**src/rtl/uart_frame_sched.sv**
```systemverilog
// Four-channel UART frame scheduler: captures per-channel requests, arbitrates by fixed
// priority and streams HEADER/CMD/PARAM/CHECKSUM frames to a byte transmitter.

module uart_frame_chan (
  input  logic       clk,
  input  logic       rst,
  input  logic       req,
  input  logic [7:0] param,
  input  logic       clr,
  output logic       pend,
  output logic [7:0] par
);
  // A request landing in the same cycle as the grant clear keeps the channel pending.
  always_ff @(posedge clk) begin
    if (rst) begin
      pend <= 1'b0;
      par  <= '0;
    end else if (req) begin
      pend <= 1'b1;
      par  <= param;
    end else if (clr) begin
      pend <= 1'b0;
    end
  end
endmodule

module uart_frame_sched #(
  parameter logic [7:0]  HEADER      = 8'hAA,
  parameter logic [7:0]  CMD0        = 8'h01,
  parameter logic [7:0]  CMD1        = 8'h02,
  parameter logic [7:0]  CMD2        = 8'h03,
  parameter logic [7:0]  CMD3        = 8'h04,
  parameter logic [15:0] TIMEOUT_CYC = 16'd60000
) (
  input  logic        clk,
  input  logic        rst,
  input  logic [3:0]  req,
  input  logic [31:0] param_bus,
  input  logic        tx_down,
  output logic [7:0]  date_byte,
  output logic        send_en,
  output logic [3:0]  grant,
  output logic        busy,
  output logic        frame_done,
  output logic        timeout_err
);
  localparam int NUM_LANES = 4;
  localparam int VEC_W     = 8;

  typedef enum logic [2:0] {IDLE, GRANT, SEND, WAIT, DONE} state_t;

  state_t                             state, state_n;
  logic [NUM_LANES-1:0]               pend, clr, win_oh;
  logic [NUM_LANES-1:0][VEC_W-1:0]    par;
  logic [3:0][VEC_W-1:0]              frame;
  logic [1:0]                         idx;
  logic [15:0]                        cnt;
  logic [VEC_W-1:0]                   cmd_sel, par_sel, csum;

  for (genvar g = 0; g < NUM_LANES; g++) begin : g_chan
    uart_frame_chan u_chan (
      .clk   (clk),
      .rst   (rst),
      .req   (req[g]),
      .param (param_bus[VEC_W*g +: VEC_W]),
      .clr   (clr[g]),
      .pend  (pend[g]),
      .par   (par[g])
    );
  end

  assign win_oh = pend & (~pend + 4'd1);

  always_comb begin
    cmd_sel = '0;
    par_sel = '0;
    unique case (1'b1)
      grant[0]: cmd_sel = CMD0;
      grant[1]: cmd_sel = CMD1;
      grant[2]: cmd_sel = CMD2;
      grant[3]: cmd_sel = CMD3;
      default:  cmd_sel = '0;
    endcase
    for (int i = 0; i < NUM_LANES; i++)
      par_sel = par_sel | (par[i] & {VEC_W{grant[i]}});
    csum = HEADER + cmd_sel + par_sel;
  end

  always_comb begin
    state_n     = state;
    send_en     = 1'b0;
    frame_done  = 1'b0;
    timeout_err = 1'b0;
    clr         = '0;
    case (state)
      IDLE:  if (|pend) state_n = GRANT;
      GRANT: begin
        clr     = grant;
        state_n = SEND;
      end
      SEND: begin
        send_en = 1'b1;
        state_n = WAIT;
      end
      WAIT: begin
        // tx_down takes precedence over a simultaneous timeout
        if (tx_down) state_n = (idx == 2'd3) ? DONE : SEND;
        else if (cnt == TIMEOUT_CYC - 16'd1) begin
          timeout_err = 1'b1;
          state_n     = IDLE;
        end
      end
      DONE: begin
        frame_done = 1'b1;
        state_n    = IDLE;
      end
      default: state_n = IDLE;
    endcase
  end

  assign busy      = (state != IDLE);
  assign date_byte = (state == SEND || state == WAIT) ? frame[idx] : '0;

  always_ff @(posedge clk) begin
    if (rst) begin
      state <= IDLE;
      grant <= '0;
      idx   <= '0;
      cnt   <= '0;
      frame <= '0;
    end else begin
      state <= state_n;
      case (state)
        IDLE: if (|pend) grant <= win_oh;
        GRANT: begin
          frame <= {csum, par_sel, cmd_sel, HEADER};
          idx   <= '0;
        end
        SEND: cnt <= '0;
        WAIT: begin
          cnt <= cnt + 16'd1;
          if (tx_down && idx != 2'd3) idx <= idx + 2'd1;
        end
        default: ;
      endcase
      if (state_n == IDLE) grant <= '0;
    end
  end
endmodule

```
**config.mk**
```make
export PLATFORM = sky130hd
export DESIGN_NAME = uart_frame_sched
export DESIGN_NICKNAME = d
export VERILOG_FILES = /design/src/rtl/uart_frame_sched.sv
export SDC_FILE = /design/constraint.sdc
export NUM_CORES = 1
export LEC_CHECK = 0
export ABC_AREA = 1
export BUFFER_PORTS_ARGS = -buffer_cell sky130_fd_sc_hd__buf_2
export CORE_ASPECT_RATIO = 0.7
export CORE_UTILIZATION = 57
export DETAILED_ROUTE_END_ITERATION = 8
export GPL_TIMING_DRIVEN = 0
export PLACE_DENSITY = 0.79
export REMOVE_ABC_BUFFERS = 1
export SETUP_SLACK_MARGIN = 0.15
export SYNTH_ARGS = -nofsm -noshare
export SYNTH_HDL_FRONTEND = slang
export SYNTH_SLANG_ARGS = --single-unit
export TNS_END_PERCENT = 50
```
**constraint.sdc**
```tcl
create_clock -name clk -period 2.8 [get_ports clk]
set_input_delay 0.42 -clock clk [delete_from_list [all_inputs] [get_ports clk]]
set_output_delay 0.42 -clock clk [all_outputs]
set_load 0.01 [all_outputs]
```
# After elaboration in Yosys (flattened, before gate mapping)
# Index checks and enable logic that the tools add are counted.
[totals] register_bits=86 latch_bits=0 ram_bits=0 mem_bits_ro=0 input_bits=39 word_cells=80 mem_count=0
[classes] add_sub_neg=5 mul=0 div_mod_pow=0 n_lt_le_gt_ge=1 n_eq_ne=8 n_shift=0 n_mux=26 bitwise_logic=9 reduce_logical=15
[ops] operator="$and 8x8->8" count=4
[ops] operator="$pmux 16 s2" count=1
[ops] operator="$or 8x8->8" count=3
[ops] operator="$pmux 3 s4" count=2
[ops] operator="$add 16x1->16 const B" count=1
[ops] operator="$bmux 8 s2" count=1
[ops] operator="$eq 16x16->1 const B" count=1
[ops] operator="$mux 8" count=2
[ops] operator="$mux 1" count=13
[ops] operator="$mux 3" count=4
[ops] operator="$reduce_bool 2->1" count=6
[ops] operator="$add 8x3->8 const A" count=1
[ops] operator="$add 8x8->8" count=1
[ops] operator="$eq 3x2->1 const B" count=2
[ops] operator="$logic_not 3->1" count=2
[ops] operator="$add 4x1->4 const B" count=1
[ops] operator="$and 4x4->4" count=1
[ops] operator="$mux 4" count=1
[ops] operator="$not 4->4" count=1
[ops] operator="$pmux 2 s2" count=1
[ops] operator="$reduce_and 2->1" count=2
[ops] operator="$reduce_or 4->1" count=1
[ops] operator="$eq 3x1->1 const B" count=1
[ops] operator="$eq 3x3->1 const B" count=1
[ops] operator="other kinds (10)" count=10

# Longest topological paths before layout
[logic_depth] depth_word=6 depth_mapped=16 depth_no_buf=15

# Hierarchy
# Synthesis repeated with hierarchy kept, for this count alone.
[unflattened] hier_cells=580 area_unflattened_um2=4031.4
[modules_own_cells] module="uart_frame_sched" instances=1 cells_per_inst=428 area_each_um2=2815.2 seq_area_each_um2=900.9
[modules_own_cells] module="uart_frame_chan" instances=4 cells_per_inst=38 area_each_um2=304.0 seq_area_each_um2=180.2

# Worst setup path after synthesis
# No wires, ideal clock.
[synth_timing] path_type="register to register" from="register grant[3]" to="register frame[31] in the netlist's numbering" arrival_ns=2.259 path_slack_ns=0.427 path_stages_with_launch=16 n_path_buf=1 cell_sequence="dfxtp_1 buf_2 nand2_1 nand2_1 a221oi_1 ha_1 inv_1 ha_1 inv_1 fa_1 nand3b_1 nand3_1 a21o_1 nand2_1 nand2_1 nor2_1"
[synth_via] elab_chain_len=3 elab_cells_between_ends=5 cone_classes="2 x add/sub; 1 x mux; 2 x bitwise"
[synth_lines] element="start, declared" line_no="42" rtl="output logic [3:0] grant,"
[synth_lines] element="start signal, assigned" line_no="134" rtl="IDLE: if (|pend) grant <= win_oh;"
[synth_lines] element="$pmux 3 s4 / $and 8x8->8 (equally long branches)" line_no="77, 85"
[synth_lines] element="$add 8x3->8 / $or 8x8->8 (equally long branches)" line_no="86, 85"
[synth_lines] element="$add 8x8->8 (*)" line_no="86" rtl="csum = HEADER + cmd_sel + par_sel;"
[synth_lines] element="end signal, assigned" line_no="136" rtl="frame <= {csum, par_sel, cmd_sel, HEADER};"
[synth_lines] element="end, declared" line_no="55" rtl="logic [3:0][VEC_W-1:0] frame;"
# Every way passes the cells marked *; elsewhere a longest branch is shown, timed or not.
# A chain may end at the register's enable or synchronous reset.

# Final worst setup path
# Ends and elaborated chain as after synthesis.

==> impl_metrics.py <==
metrics = {
    "critical_path": {
        "cp_cell_sequence": "nand2_1 > nand2_1 > a221oi_4 > ha_1 > inv_1 > ha_1 > inv_1 > fa_1 > nand3b_1 > nand3_2 > a21o_1 > nand2_1 > nand2_1 > nor2_1",
        "r2r-start": "grant[3]",
        "cp_max_fo": 11,
        "crit_arrival_ns": 2.79,
        "crit_top_cell": "nand2_1",
        "endpoint_kind": "flop",
        "cpLargestDelayFamily": "adder cells",
        "reg2reg_depth": 14,
        "max_stage_delay_ns": 0.40,
        "r2r_setup_slack_ns": 0.27,
        "slowest_stage": "dfxtp_4",
        "crit_path_start_kind": "flop",
        "path_buf_inv": 2,
        "critPathRequiredTime_ns": 3.06,
        "criticalPathCategory": "flop to flop",
        "r2r_end": "frame[31]",
    },
    "worst_hold_path": {
        "hold_start": "param_bus[22]",
        "min_path_type": "input pin to flop",
        "whs_path_depth": 3,
        "min_to": "g_chan[2].u_chan.par[6]",
    },
    "pwr": {
        "powerDensity_mw_per_mm2": 563,
        "p_leak_uw": 0.00203,
        "ir_worst_vdd_mv": 0.335,
    },
    "placement": {
        "dp_hpwl_mm": 6.86,
        "dp_worst_setup_slack_ns": -0.0328,
        "io_buffers": 54,
        "gp_congestion": 0.885,
    },
    "final_layout": {
        "n_fill_cell": 596,
        "finalNetCount": 668,
        "drive_above_1_share": 0.183,
        "utilization": 0.676,
        "syn2layout_area_growth_pct": 14.1,
        "antennaDiodeCount": 0,
    },
    "yosys": {
        "yosys_warnings": 0,
        "seq_area_frac_synth": 0.403,
        "synthCells": 570,
        "ys_ff_latch": 81,
        "synthDistinctLibCells": 40,
        "synth_area_per_cell_um2": 7.05,
        "synth_area_mm2": 0.00402,
    },
    "global_routing": {
        "grt_max_degree": 52,
        "grt_pass1_wl_mm": 16.0,
        "antenna_found_initial": 0,
        "grt_overflow": 0,
        "grt.total_usage": 0.285,
        "first_global_vias": 3390,
    },
    "clocking": {
        "clock_path_buffers": 2,
        "clkSlewWorstSetupHoldPaths_ns": 0.09,
        "htreeDepth": 3,
        "cts_made_buffers": 9,
        "cts_tree": "built",
        "holdBufCountCts": 0,
        "insertion_delay_ns": 0.36,
        "clockRootBuffer": "clkbuf_8",
        "cts_sinks": 81,
    },
    "timing": {
        "timing.fmax_ghz": 0.395,
        "fin_crit_ns": 2.53,
        "layout_setup_ws_ns": 0.269,
        "post-route-period-util": 0.904,
        "drv_slew": 0,
        "rsz0062_at_grt": "true",
        "tightestPinTransition_ns": 0.690,
        "timing.slew.headroom": 0.537,
        "final-setup-viol-count": 0,
        "skew_ns": 0.00891,
        "hold_viol": 0,
        "fin_tns_setup_ns": 0,
    },
    "floorplanning": {
        "dieHeight_um": 72.3,
        "core_area_mm2": 0.00679,
        "die_area_mm2": 0.00740,
        "die_w_um": 102,
        "initial_core_util": 0.592,
        "io_pins": 55,
        "rows": 25,
    },
    "routing": {
        "first_pass_iters": 5,
        "drc": 0,
        "viasPerCell": 5.37,
        "num_vias": 3843,
        "wl_per_cell_um": 14.0,
        "routed_wl_mm": 10.0,
        "drtIter0Drc": 310,
        "ant_nets": 0,
    },
    "job": {
        "maxCapViolCount": 0,
    },
    "run_status": {
        "status": "completed",
    },
}
layout by cell type, fill, tap and decap left out, drive strengths merged:
cell,netlist,routed
a2111oi,1,1
a211oi,4,4
a21o,1,1
a21oi,58,58
a221oi,1,1
a22o,4,4
a22oi,2,2
and3,1,1
buf,14,61
clkbuf,11,9
clkinv,2,5
clkinvlp,0,3
dfxtp,81,81
fa,1,1
ha,11,11
inv,74,75
nand2,98,98
nand3,25,25
nand3b,2,2
nand4,6,6
nor2,83,83
nor3,8,8
nor4,4,4
o21a,1,1
o21ai,64,64
o21bai,2,2
o22ai,7,7
or2,2,2
xor2,2,2
per-stage QoR:
stage	power [µW]	cell area (µm²)	cells	hold WS [ns]
2_1_floorplan	1620	3910	545	0.425
3_3_place_gp	1760	4290	693	0.440
3_5_place_dp	1780	4290	693	0.448
4_1_cts	2570	4500	709	0.262
5_1_grt	2700	4590	716	0.267
6_report	2580	4590	716	0.269
cells by family (layout without fill, tap and decap cells):
family / after synthesis / in the layout / synth area share
adder cells (fa/ha/maj): 12 / 12 / 0.0392
AO/OA/AOI/OAI: 145 / 145 / 0.196
XOR/XNOR: 2 / 2 / 0.00436
buffers and inverters: 101 / 153 / 0.0996
flip-flops: 81 / 81 / 0.403
AND/OR/NAND/NOR: 229 / 229 / 0.257
cells in the mapped netlist, drive strengths merged:
cell type / count / area, µm²
nand3: 25 / 153
nor4: 4 / 25.0
a21oi: 58 / 294
nand4: 6 / 37.5
buf: 14 / 73.8
o21bai: 2 / 18.8
a2111oi: 1 / 8.76
xor2: 2 / 17.5
a221oi: 1 / 8.76
or2: 2 / 12.5
a22o: 4 / 35.0
clkbuf: 11 / 41.3
nand3b: 2 / 15.0
and3: 1 / 6.26
a211oi: 4 / 30.0
o21a: 1 / 7.51
a22oi: 2 / 15.0
clkinv: 2 / 7.51
a21o: 1 / 7.51
dfxtp: 81 / 1620
nor3: 8 / 45.0
inv: 74 / 278
fa: 1 / 20.0
nand2: 98 / 385
nor2: 83 / 354
o22ai: 7 / 43.8
o21ai: 64 / 320
ha: 11 / 138
sequential cells by signal (all words and copies together) (netlist names):
signal	count
cnt	16
frame	20
g_chan.u_chan.par	32
g_chan.u_chan.pend	4
grant	4
idx	2
state	3
repair_timing:
action                     in CTS  in global routing
pin swaps                       0                  1
setup endpoints to repair       6                  4
setup buffers                   0                  6
gates resized for setup         6                  6
worst max-delay path by stage:
stage              from        end  slack (ns)  depth (start not counted)
2_1_floorplan  grant[3]  frame[31]        0.47                         14
3_3_place_gp   grant[3]  frame[31]        0.04                         14
6_report       grant[3]  frame[31]        0.27                         14
5_1_grt        grant[3]  frame[29]        0.14                         15
4_1_cts        grant[0]  frame[29]        0.19                         14
3_5_place_dp   grant[3]  frame[31]       -0.03                         14
worst min-delay path: cells and delay by family:
family,cells,cell delay (ns)
AND/OR/NAND/NOR,2,0.11
buffers and inverters,1,0.07
power breakdown:
| group | switching [µW] | total [µW] | internal [µW] |
|---|---|---|---|
| Sequential | 71.1 | 1320 | 1240 |
| Combinational | 303 | 476 | 172 |
| Clock | 462 | 790 | 328 |
routing by layer:
layer  global-route usage  routed length (µm)
met1                0.402                4720
met2                0.440                4400
met3               0.0607                 812
met4               0.0873                 102
met5                    0                   0
cell type report:
| type | count | area, µm² | area share |
|---|---|---|---|
| clock buffer | 9 | 124 | 0.0270 |
| clock inverter | 7 | 53.8 | 0.0117 |
| inverter | 76 | 285 | 0.0622 |
| multi-input combinational | 388 | 2030 | 0.444 |
| sequential | 81 | 1630 | 0.355 |
| tap | 94 | 118 | 0.0256 |
| timing repair buffer | 61 | 343 | 0.0747 |
Note: power is estimated with default switching activity, not from simulation.
